**src/rtl/fuel_pkg.sv**
```systemverilog
// Purpose : shared state encoding for the fuel pump sequencer and its status display.
// Latency : n/a (types and constants only).
// Backpres: n/a.
package fuel_pkg;

    localparam int STATE_W = 3;

    // Codes are visible on the status display, so they are fixed explicitly.
    typedef enum logic [STATE_W-1:0] {
        ST_IDLE    = 3'd0,
        ST_ARM     = 3'd1,
        ST_PRIME   = 3'd2,
        ST_RUN     = 3'd3,
        ST_LOCKOUT = 3'd4
    } fuel_state_e;

    // The pump is driven only while priming or running.
    function automatic logic pump_for(input fuel_state_e s);
        return (s == ST_PRIME) || (s == ST_RUN);
    endfunction

endpackage

```
**src/rtl/cycle_timer.sv**
```systemverilog
// Purpose : loadable down-counter with zero flag, saturating at 0 (never wraps).
// Latency : load/decrement take effect on the next rising edge; zero_o is registered-state derived.
// Backpres: none; load has priority over decrement.
// Ports   : clk_i, rst_ni (async active-low), load_i + load_value_i, dec_i, zero_o.
module cycle_timer #(
    parameter int CNT_W = 16
) (
    input  logic             clk_i,
    input  logic             rst_ni,
    input  logic             load_i,
    input  logic [CNT_W-1:0] load_value_i,
    input  logic             dec_i,
    output logic             zero_o
);

    logic [CNT_W-1:0] cnt_q;
    logic [CNT_W-1:0] cnt_d;

    always_comb begin
        cnt_d = cnt_q;
        if (load_i) begin
            cnt_d = load_value_i;
        end else if (dec_i && (cnt_q != '0)) begin
            cnt_d = cnt_q - 1'b1;
        end
    end

    always_ff @(posedge clk_i or negedge rst_ni) begin
        if (!rst_ni) begin
            cnt_q <= '0;
        end else begin
            cnt_q <= cnt_d;
        end
    end

    assign zero_o = (cnt_q == '0);

endmodule

```
**src/rtl/fuel_pump_sequencer.sv**
```systemverilog
// Purpose : anti-theft fuel pump sequencer: arm on a held ignition+switch+pedal combo, prime, run, stall-detect, alarm lockout.
// Latency : all outputs registered; state/pump_on/stall change one edge after the inputs that cause them.
// Backpres: none; inputs are sampled every cycle.
// Ports   : clk_i, rst_ni (async active-low), ignition_i, switch_i, pedal_i, alarm_active_i,
//           engine_pulse_i, pump_on_o, state_o[2:0], stall_o.
module fuel_pump_sequencer
    import fuel_pkg::*;
#(
    parameter int unsigned ARM_CYCLES   = 8,
    parameter int unsigned PRIME_CYCLES = 16,
    parameter int unsigned STALL_CYCLES = 32,
    parameter int          CNT_W        = 16
) (
    input  logic               clk_i,
    input  logic               rst_ni,
    input  logic               ignition_i,
    input  logic               switch_i,
    input  logic               pedal_i,
    input  logic               alarm_active_i,
    input  logic               engine_pulse_i,
    output logic               pump_on_o,
    output logic [STATE_W-1:0] state_o,
    output logic               stall_o
);

    // Each phase counts down to 0 inclusive, so the load value is N-1 for an N-cycle phase.
    localparam logic [CNT_W-1:0] ARM_LOAD   = CNT_W'(ARM_CYCLES - 1);
    localparam logic [CNT_W-1:0] PRIME_LOAD = CNT_W'(PRIME_CYCLES - 1);
    localparam logic [CNT_W-1:0] STALL_LOAD = CNT_W'(STALL_CYCLES - 1);

    fuel_state_e      state_q, state_d;
    logic             pump_on_q, pump_on_d;
    logic             stall_q, stall_d;

    logic             tmr_load;
    logic [CNT_W-1:0] tmr_load_value;
    logic             tmr_dec;
    logic             tmr_zero;

    cycle_timer #(
        .CNT_W (CNT_W)
    ) u_timer (
        .clk_i        (clk_i),
        .rst_ni       (rst_ni),
        .load_i       (tmr_load),
        .load_value_i (tmr_load_value),
        .dec_i        (tmr_dec),
        .zero_o       (tmr_zero)
    );

    // Next-state logic. Within every active state the alarm is checked first,
    // then ignition, then timer/pulse events.
    always_comb begin
        state_d        = state_q;
        tmr_load       = 1'b0;
        tmr_load_value = '0;
        tmr_dec        = 1'b0;
        stall_d        = 1'b0;

        case (state_q)
            ST_IDLE: begin
                if (alarm_active_i) begin
                    state_d = ST_LOCKOUT;
                end else if (ignition_i && switch_i && pedal_i) begin
                    state_d        = ST_ARM;
                    tmr_load       = 1'b1;
                    tmr_load_value = ARM_LOAD;
                end
            end

            ST_ARM: begin
                if (alarm_active_i) begin
                    state_d = ST_LOCKOUT;
                end else if (!ignition_i || !switch_i || !pedal_i) begin
                    state_d = ST_IDLE;
                end else if (tmr_zero) begin
                    state_d        = ST_PRIME;
                    tmr_load       = 1'b1;
                    tmr_load_value = PRIME_LOAD;
                end else begin
                    tmr_dec = 1'b1;
                end
            end

            // Switch and pedal are deliberately not looked at once priming has begun.
            ST_PRIME: begin
                if (alarm_active_i) begin
                    state_d = ST_LOCKOUT;
                end else if (!ignition_i) begin
                    state_d = ST_IDLE;
                end else if (engine_pulse_i || tmr_zero) begin
                    state_d        = ST_RUN;
                    tmr_load       = 1'b1;
                    tmr_load_value = STALL_LOAD;
                end else begin
                    tmr_dec = 1'b1;
                end
            end

            // A pulse wins over a simultaneous expiry: the engine is still turning.
            ST_RUN: begin
                if (alarm_active_i) begin
                    state_d = ST_LOCKOUT;
                end else if (!ignition_i) begin
                    state_d = ST_IDLE;
                end else if (engine_pulse_i) begin
                    tmr_load       = 1'b1;
                    tmr_load_value = STALL_LOAD;
                end else if (tmr_zero) begin
                    state_d = ST_IDLE;
                    stall_d = 1'b1;
                end else begin
                    tmr_dec = 1'b1;
                end
            end

            // Leaving lockout needs the key off as well, so the alarm cannot be
            // cleared into a live ignition.
            ST_LOCKOUT: begin
                if (!alarm_active_i && !ignition_i) begin
                    state_d = ST_IDLE;
                end
            end

            default: begin
                state_d = ST_IDLE;
            end
        endcase
    end

    // pump_on is derived from the next state so it is registered in lockstep with state.
    assign pump_on_d = pump_for(state_d);

    always_ff @(posedge clk_i or negedge rst_ni) begin
        if (!rst_ni) begin
            state_q   <= ST_IDLE;
            pump_on_q <= 1'b0;
            stall_q   <= 1'b0;
        end else begin
            state_q   <= state_d;
            pump_on_q <= pump_on_d;
            stall_q   <= stall_d;
        end
    end

    // stall is high in the first IDLE cycle after a RUN timeout, i.e. the cycle
    // in which the timeout transition becomes visible.
    assign pump_on_o = pump_on_q;
    assign state_o   = state_q;
    assign stall_o   = stall_q;

endmodule

```
**config.mk**
```make
export PLATFORM = sky130hd
export DESIGN_NAME = fuel_pump_sequencer
export DESIGN_NICKNAME = d
export VERILOG_FILES = /design/src/rtl/fuel_pkg.sv /design/src/rtl/cycle_timer.sv /design/src/rtl/fuel_pump_sequencer.sv
export SDC_FILE = /design/constraint.sdc
export NUM_CORES = 1
export LEC_CHECK = 0
export CAP_MARGIN = 30
export CORE_AREA = 2 2 50 57
export CTS_BUF_LIST = sky130_fd_sc_hd__clkbuf_8
export DETAILED_ROUTE_END_ITERATION = 7
export DIE_AREA = 0 0 52 59
export PLACE_DENSITY = 0.69
export RECOVER_POWER = 100
export SLEW_MARGIN = 20
export SYNTH_ARGS = -nofsm -noshare
export SYNTH_HDL_FRONTEND = slang
export SYNTH_SLANG_ARGS = --single-unit
```
**constraint.sdc**
```tcl
create_clock -name clk_i -period 4.1 [get_ports clk_i]
set_input_delay 0.41 -clock clk_i [delete_from_list [all_inputs] [get_ports clk_i]]
set_output_delay 0.41 -clock clk_i [all_outputs]
set_load 0.02 [all_outputs]
```
==> flow_metrics.py, run 1 <==
metrics = {
    "synth": {
        "synth_top_area_share_pct": 44.0,
        "synth.area.top_cells": "dfrtp_1, a21oi_1, or4_1",
        "synth-xor-area-share_pct": 0.733,
        "synth_top_family_by_area": "compound AO/OA/AOI/OAI gates",
        "ys_seq_area_share_pct": 44.0,
        "synth_async_sr_flop_share_pct": 100,
        "synth_most_common_cell": "dfrtp_1",
        "ys_warn_count": 0,
        "synthAdderAreaFrac_pct": 1.05,
        "synth_compound_area_share_pct": 25.4,
        "yosys.area_share.simple_pct": 23.2,
        "synthMuxAreaShare_pct": 0,
        "syn_area_um2": 1190,
        "postSynthAreaPerCell_um2": 9.56,
        "synthTopCellsByCount": "dfrtp_1, a21oi_1, or4_1",
        "yosysTopAreaCell": "dfrtp_1",
        "synth-edff-count": 0,
        "ys_ff_latch": 21,
        "synth_nets": 133,
        "ys.flop_type": "dfrtp_1",
        "synthesis.instances": 125,
        "ys_types": 41,
    },
    "cts": {
        "clk_pin_slew_ps": 70,
        "cts_max_level": 1,
        "cts_root_buffer": "clkbuf_8",
        "tritoncts": "done",
        "postCtsHoldBufs": 0,
        "numCtsBuffers": 3,
        "cts.sinks": 21,
        "clock_path_buffers": 2,
        "post_cts_buffers": 0,
        "clk_latency_ps": 260,
        "cts_resized": 0,
    },
    "floorplan": {
        "core-area_um2": 2450,
        "start_util_pct": 48.8,
        "die_area_um2": 3070,
        "io_pins": 12,
        "rows": 19,
        "die-height_um": 59,
        "die_w_um": 52,
    },
    "final_layout": {
        "antenna_cells": 0,
        "nets": 143,
        "design_area_um2": 1340,
        "nFillCells": 235,
        "area_growth_syn_to_layout_pct": 12.5,
        "final_cell_count_no_fill": 165,
        "drive_gt1_share_pct": 8.96,
    },
    "route": {
        "wl_um": 2400,
        "drc": 0,
        "num_vias": 1008,
        "antenna_left": 0,
        "drtPass1Iterations": 4,
        "first_iter_violations": 35,
        "via_per_inst": 6.11,
        "wl_per_cell_um": 14.5,
    },
    "grt": {
        "grt_max_degree": 22,
        "track_usage_pct": 18.7,
        "grt_overflow": 0,
        "grt_pass1_vias": 905,
        "grt_antenna_before_repair": 0,
        "grt_pass1_wl_um": 4280,
    },
    "setup_path": {
        "arrival_ps": 3180,
        "required_ps": 4220,
        "slowest_delay_ps": 810,
        "path_max_fanout": 18,
        "endpoint_kind": "register",
        "path_buf_inv": 0,
        "crit_chain": "or4_1, or4_1, o2111ai_1, or4_1, a21oi_1",
        "crit_slowest_cell": "o2111ai_1",
        "path_delay_family": "simple AND/OR/NAND/NOR gates",
        "path_class": "reg2reg",
        "cp_common_cell": "or4_1",
        "start_kind": "register",
    },
    "sta": {
        "fin_tns_setup_ps": 0,
        "period_share_pct": 74.8,
        "rsz0062_at_grt": "no",
        "fin_worst_skew_ps": 4.81,
        "period_minus_slack_ps": 3070,
        "fmax_ghz": 0.326,
        "setup_viol": 0,
        "worst_slew_pin_slew_ps": 882,
        "relSlewSlack_pct": 41.2,
        "slew_viol_final": 0,
        "hold_viol": 0,
    },
    "power": {
        "p_int_uw": 302,
        "max-vdd-ir-drop_mv": 0.186,
        "seq_power_share_pct": 55.3,
        "total_power_uw": 411,
        "p_sw_share_pct": 26.4,
        "p_leak_uw": 0.000589,
        "power_density_nw_per_um2": 306,
        "combPwrFrac_pct": 12.8,
        "clkPwrFrac_pct": 31.9,
        "power.switching_uw": 109,
    },
    "run_status": {
        "status": "finished clean",
    },
    "placed_design": {
        "post-place-cells": 160,
        "hpwlAfterDp_um": 1680,
        "port_buffers": 11,
        "place_congestion": 0.763,
        "placement.cell_area_um2": 1300,
    },
    "run": {
        "maxCapViolCount": 0,
    },
    "min_path": {
        "min_path_type": "in2async",
    },
}
[routing by layer]
layer	part of all wire, %	GRT usage [%]	vias up
met5	0	0	-
met2	48	27.5	14
met4	1.8	7.89	0
met3	2.3	2.27	5
li1	-	-	500
met1	48	27.7	489
[metrics by stage]
| stage | setup slack (ps) | utilization (%) | hold slack [ps] |
|---|---|---|---|
| floorplan | 1680 | - | 114 |
| global placement | 1060 | 53.2 | 501 |
| detailed placement | 1030 | 53.2 | 502 |
| CTS | 1110 | 55.1 | 520 |
| global route | 706 | 54.9 | 467 |
| finish | 1030 | 54.9 | 446 |
[worst paths after layout]
check / startpoint / endpoint / slack (ps) / cells after the start
max: u_timer.cnt_q[3] / u_timer.cnt_q[14] / 1030 / 5
min: rst_ni / u_timer.cnt_q[7] / 450 / 1
max reg2reg: u_timer.cnt_q[3] / u_timer.cnt_q[14] / 1030 / 5
min reg2reg: u_timer.cnt_q[1] / u_timer.cnt_q[1] / 520 / 1
max in group asynchronous: rst_ni / u_timer.cnt_q[13] / 2570 / 2
min in group clk_i: u_timer.cnt_q[1] / u_timer.cnt_q[1] / 520 / 1
[flip-flops by register name (all words and copies together) (netlist names)]
| name | count |
|---|---|
| u_timer.cnt_q | 16 |
| state_o | 3 |
| pump_on_o | 1 |
| stall_o | 1 |
[layout make-up]
class,instances,area (µm²),area share (%)
Multi-Input combinational cell,90,594,44.2
Sequential cell,21,526,39.1
Timing Repair Buffer,12,114,8.47
Clock buffer,3,41.3,3.07
Tap cell,31,38.8,2.89
Inverter,7,26.3,1.96
Clock inverter,1,3.75,0.279
[placed cells by master, fill, tap and decap left out, types with 3 or more instances in the layout]
cell / synthesis / final
a21oi_1: 13 / 13
nor3_1: 5 / 5
nand2_1: 3 / 3
o31ai_1: 6 / 6
or4_1: 8 / 8
nor2_1: 5 / 5
dlygate4sd3_1: 0 / 7
o21ai_0: 6 / 7
o22ai_1: 3 / 3
clkbuf_8: 0 / 3
inv_1: 7 / 8
clkdlybuf4s50_1: 0 / 4
dfrtp_1: 21 / 21
or2_2: 4 / 4
or3_1: 6 / 6
[power by group through the flow]
stage | clock [µW] | combinational [µW] | sequential, µW
after floorplan | 0 | 42.6 | 229
after global placement | 0 | 51.9 | 230
after detailed placement | 0 | 54.5 | 231
after CTS | 138 | 55.0 | 227
after global routing | 143 | 60.7 | 229
final | 131 | 52.7 | 227
[kinds of logic (layout without fill, tap and decap cells)]
group,Yosys count,in the layout
AOI/OAI and AO/OA,45,45
and+or+nand+nor,43,43
DFF,21,21
buffers and inverters,14,23
adders and majority gates,1,1
xor gates and xnor gates,1,1
(Power assumes the default switching activity.)
==> run 2, diff against run 1 <==
==> constraint.sdc (replaced) <==
create_clock -name clk_i -period 3 [get_ports clk_i]
set_input_delay 0.3 -clock clk_i [delete_from_list [all_inputs] [get_ports clk_i]]
set_output_delay 0.3 -clock clk_i [all_outputs]
set_load 0.02 [all_outputs]
==> flow_metrics.py, run 2 (synthesized netlist as in run 1, its figures left out) <==
metrics = {
    "sta": {
        "fin_worst_skew_ps": 10.2,
        "slew_viol_final": 0,
        "period_minus_slack_ps": 2700,
        "setup_viol": 0,
        "rsz0062_at_grt": "no",
        "fin_ws_ps": 298,
        "fin_tns_setup_ps": 0,
        "whs_ps": 423,
        "period_share_pct": 90.1,
        "hold_viol": 0,
        "fmax_ghz": 0.370,
        "worst_slew_pin_slew_ps": 630,
        "relSlewSlack_pct": 58.0,
    },
    "placed_design": {
        "placement.cell_area_um2": 1360,
        "port_buffers": 11,
        "hpwlAfterDp_um": 1880,
        "post-place-ws_ps": 386,
        "place_congestion": 0.774,
    },
    "cts": {
        "post_cts_buffers": 0,
        "postCtsHoldBufs": 0,
        "clock_path_buffers": 2,
        "cts_resized": 0,
        "cts_root_buffer": "clkbuf_8",
        "clk_latency_ps": 270,
        "numCtsBuffers": 3,
        "cts.sinks": 21,
        "clk_pin_slew_ps": 80,
        "cts_max_level": 1,
        "tritoncts": "done",
    },
    "run_status": {
        "status": "finished clean",
    },
    "floorplan": {
        "die_w_um": 52,
        "start_util_pct": 48.8,
        "die-height_um": 59,
        "core-area_um2": 2450,
        "io_pins": 12,
        "die_area_um2": 3070,
        "rows": 19,
    },
    "final_layout": {
        "multi_input_area_um2": 599,
        "area_growth_syn_to_layout_pct": 15.3,
        "seq_area_um2": 526,
        "design_area_um2": 1380,
        "largest_register": "u_timer.cnt_q",
        "nFillCells": 220,
        "nets": 148,
        "largest_reg_flops": 16,
        "antenna_cells": 0,
        "layout_commonest_cell": "dfrtp_1",
        "drive_gt1_share_pct": 11.5,
        "final_cell_mix": "dfrtp_1, a21oi_1, or4_1, inv_1",
    },
    "min_path": {
        "min_path_type": "in2async",
    },
    "grt": {
        "grt_antenna_before_repair": 0,
        "grt_pass1_wl_um": 4360,
        "grt_max_degree": 14,
        "grt_overflow": 0,
        "grt_pass1_vias": 1042,
        "track_usage_pct": 19.2,
    },
    "route": {
        "via_per_inst": 6.08,
        "first_iter_violations": 18,
        "drtPass1Iterations": 4,
        "wl_um": 2510,
        "antenna_left": 0,
        "num_vias": 1034,
        "drc": 0,
        "wl_per_cell_um": 14.8,
    },
    "setup_path": {
        "start_kind": "register",
        "arrival_ps": 2840,
        "required_ps": 3140,
        "path_max_fanout": 10,
        "path_class": "reg2reg",
        "endpoint_kind": "register",
    },
    "power": {
        "max-vdd-ir-drop_mv": 0.229,
        "seq_power_share_pct": 54.0,
        "combPwrFrac_pct": 13.4,
        "p_leak_uw": 0.000604,
        "p_sw_share_pct": 27.6,
        "clkPwrFrac_pct": 32.7,
        "p_int_uw": 417,
        "power_density_nw_per_um2": 418,
        "power.switching_uw": 159,
    },
    "run": {
        "maxCapViolCount": 0,
    },
}
run 2: cell type report:
cell class	count	share of cell area [%]
flip-flops and latches	21	38.1
clock inverters	1	0.363
multi-input cells	90	43.5
well taps	31	2.82
clock buffers	3	3.00
inverters	7	1.91
repair buffers	17	10.3
run 2: final timing paths:
kind | end | slack [ps] | cells past startpoint | startpoint
worst max-delay path | u_timer.cnt_q[9] | 300 | 8 | u_timer.cnt_q[0]
worst min-delay path | u_timer.cnt_q[15] | 420 | 1 | rst_ni
worst max register to register | u_timer.cnt_q[9] | 300 | 8 | u_timer.cnt_q[0]
worst min register to register | u_timer.cnt_q[1] | 530 | 1 | u_timer.cnt_q[1]
max in group asynchronous | state_o[1] | 1650 | 2 | rst_ni
min in group clk_i | u_timer.cnt_q[1] | 530 | 1 | u_timer.cnt_q[1]
run 2: layer usage:
| layer | share of wire (%) | vias to the layer above | track usage, % |
|---|---|---|---|
| li1 | - | 506 | - |
| met1 | 46 | 505 | 24.1 |
| met2 | 50 | 18 | 31.3 |
| met3 | 2.8 | 5 | 3.28 |
| met4 | 1.8 | 0 | 10.5 |
| met5 | 0 | - | 0 |
run 2: per-stage QoR:
step	instances	util, %	total power [µW]
floorplan	125	-	371
detailed placement	166	55.4	399
global placement	165	54.8	394
CTS	170	57.3	586
finish	170	56.3	576
global route	170	56.3	603
run 2: power groups by stage:
stage | clock network [µW] | logic, µW | registers [µW]
global placement | 0 | 78.0 | 316
floorplan | 0 | 58.3 | 313
finish | 188 | 77.0 | 311
detailed placement | 0 | 82.0 | 317
global route | 201 | 89.0 | 314
CTS | 192 | 82.5 | 311
run 2: worst max-delay path, cell delays in order (launching register included):
cell and delay [ps]:
dfrtp_1 390, inv_1 90, ha_1 250, or4b_2 620
or2_2 350, o211ai_1 290, clkbuf_1 340, or2_2 180
a21oi_1 60
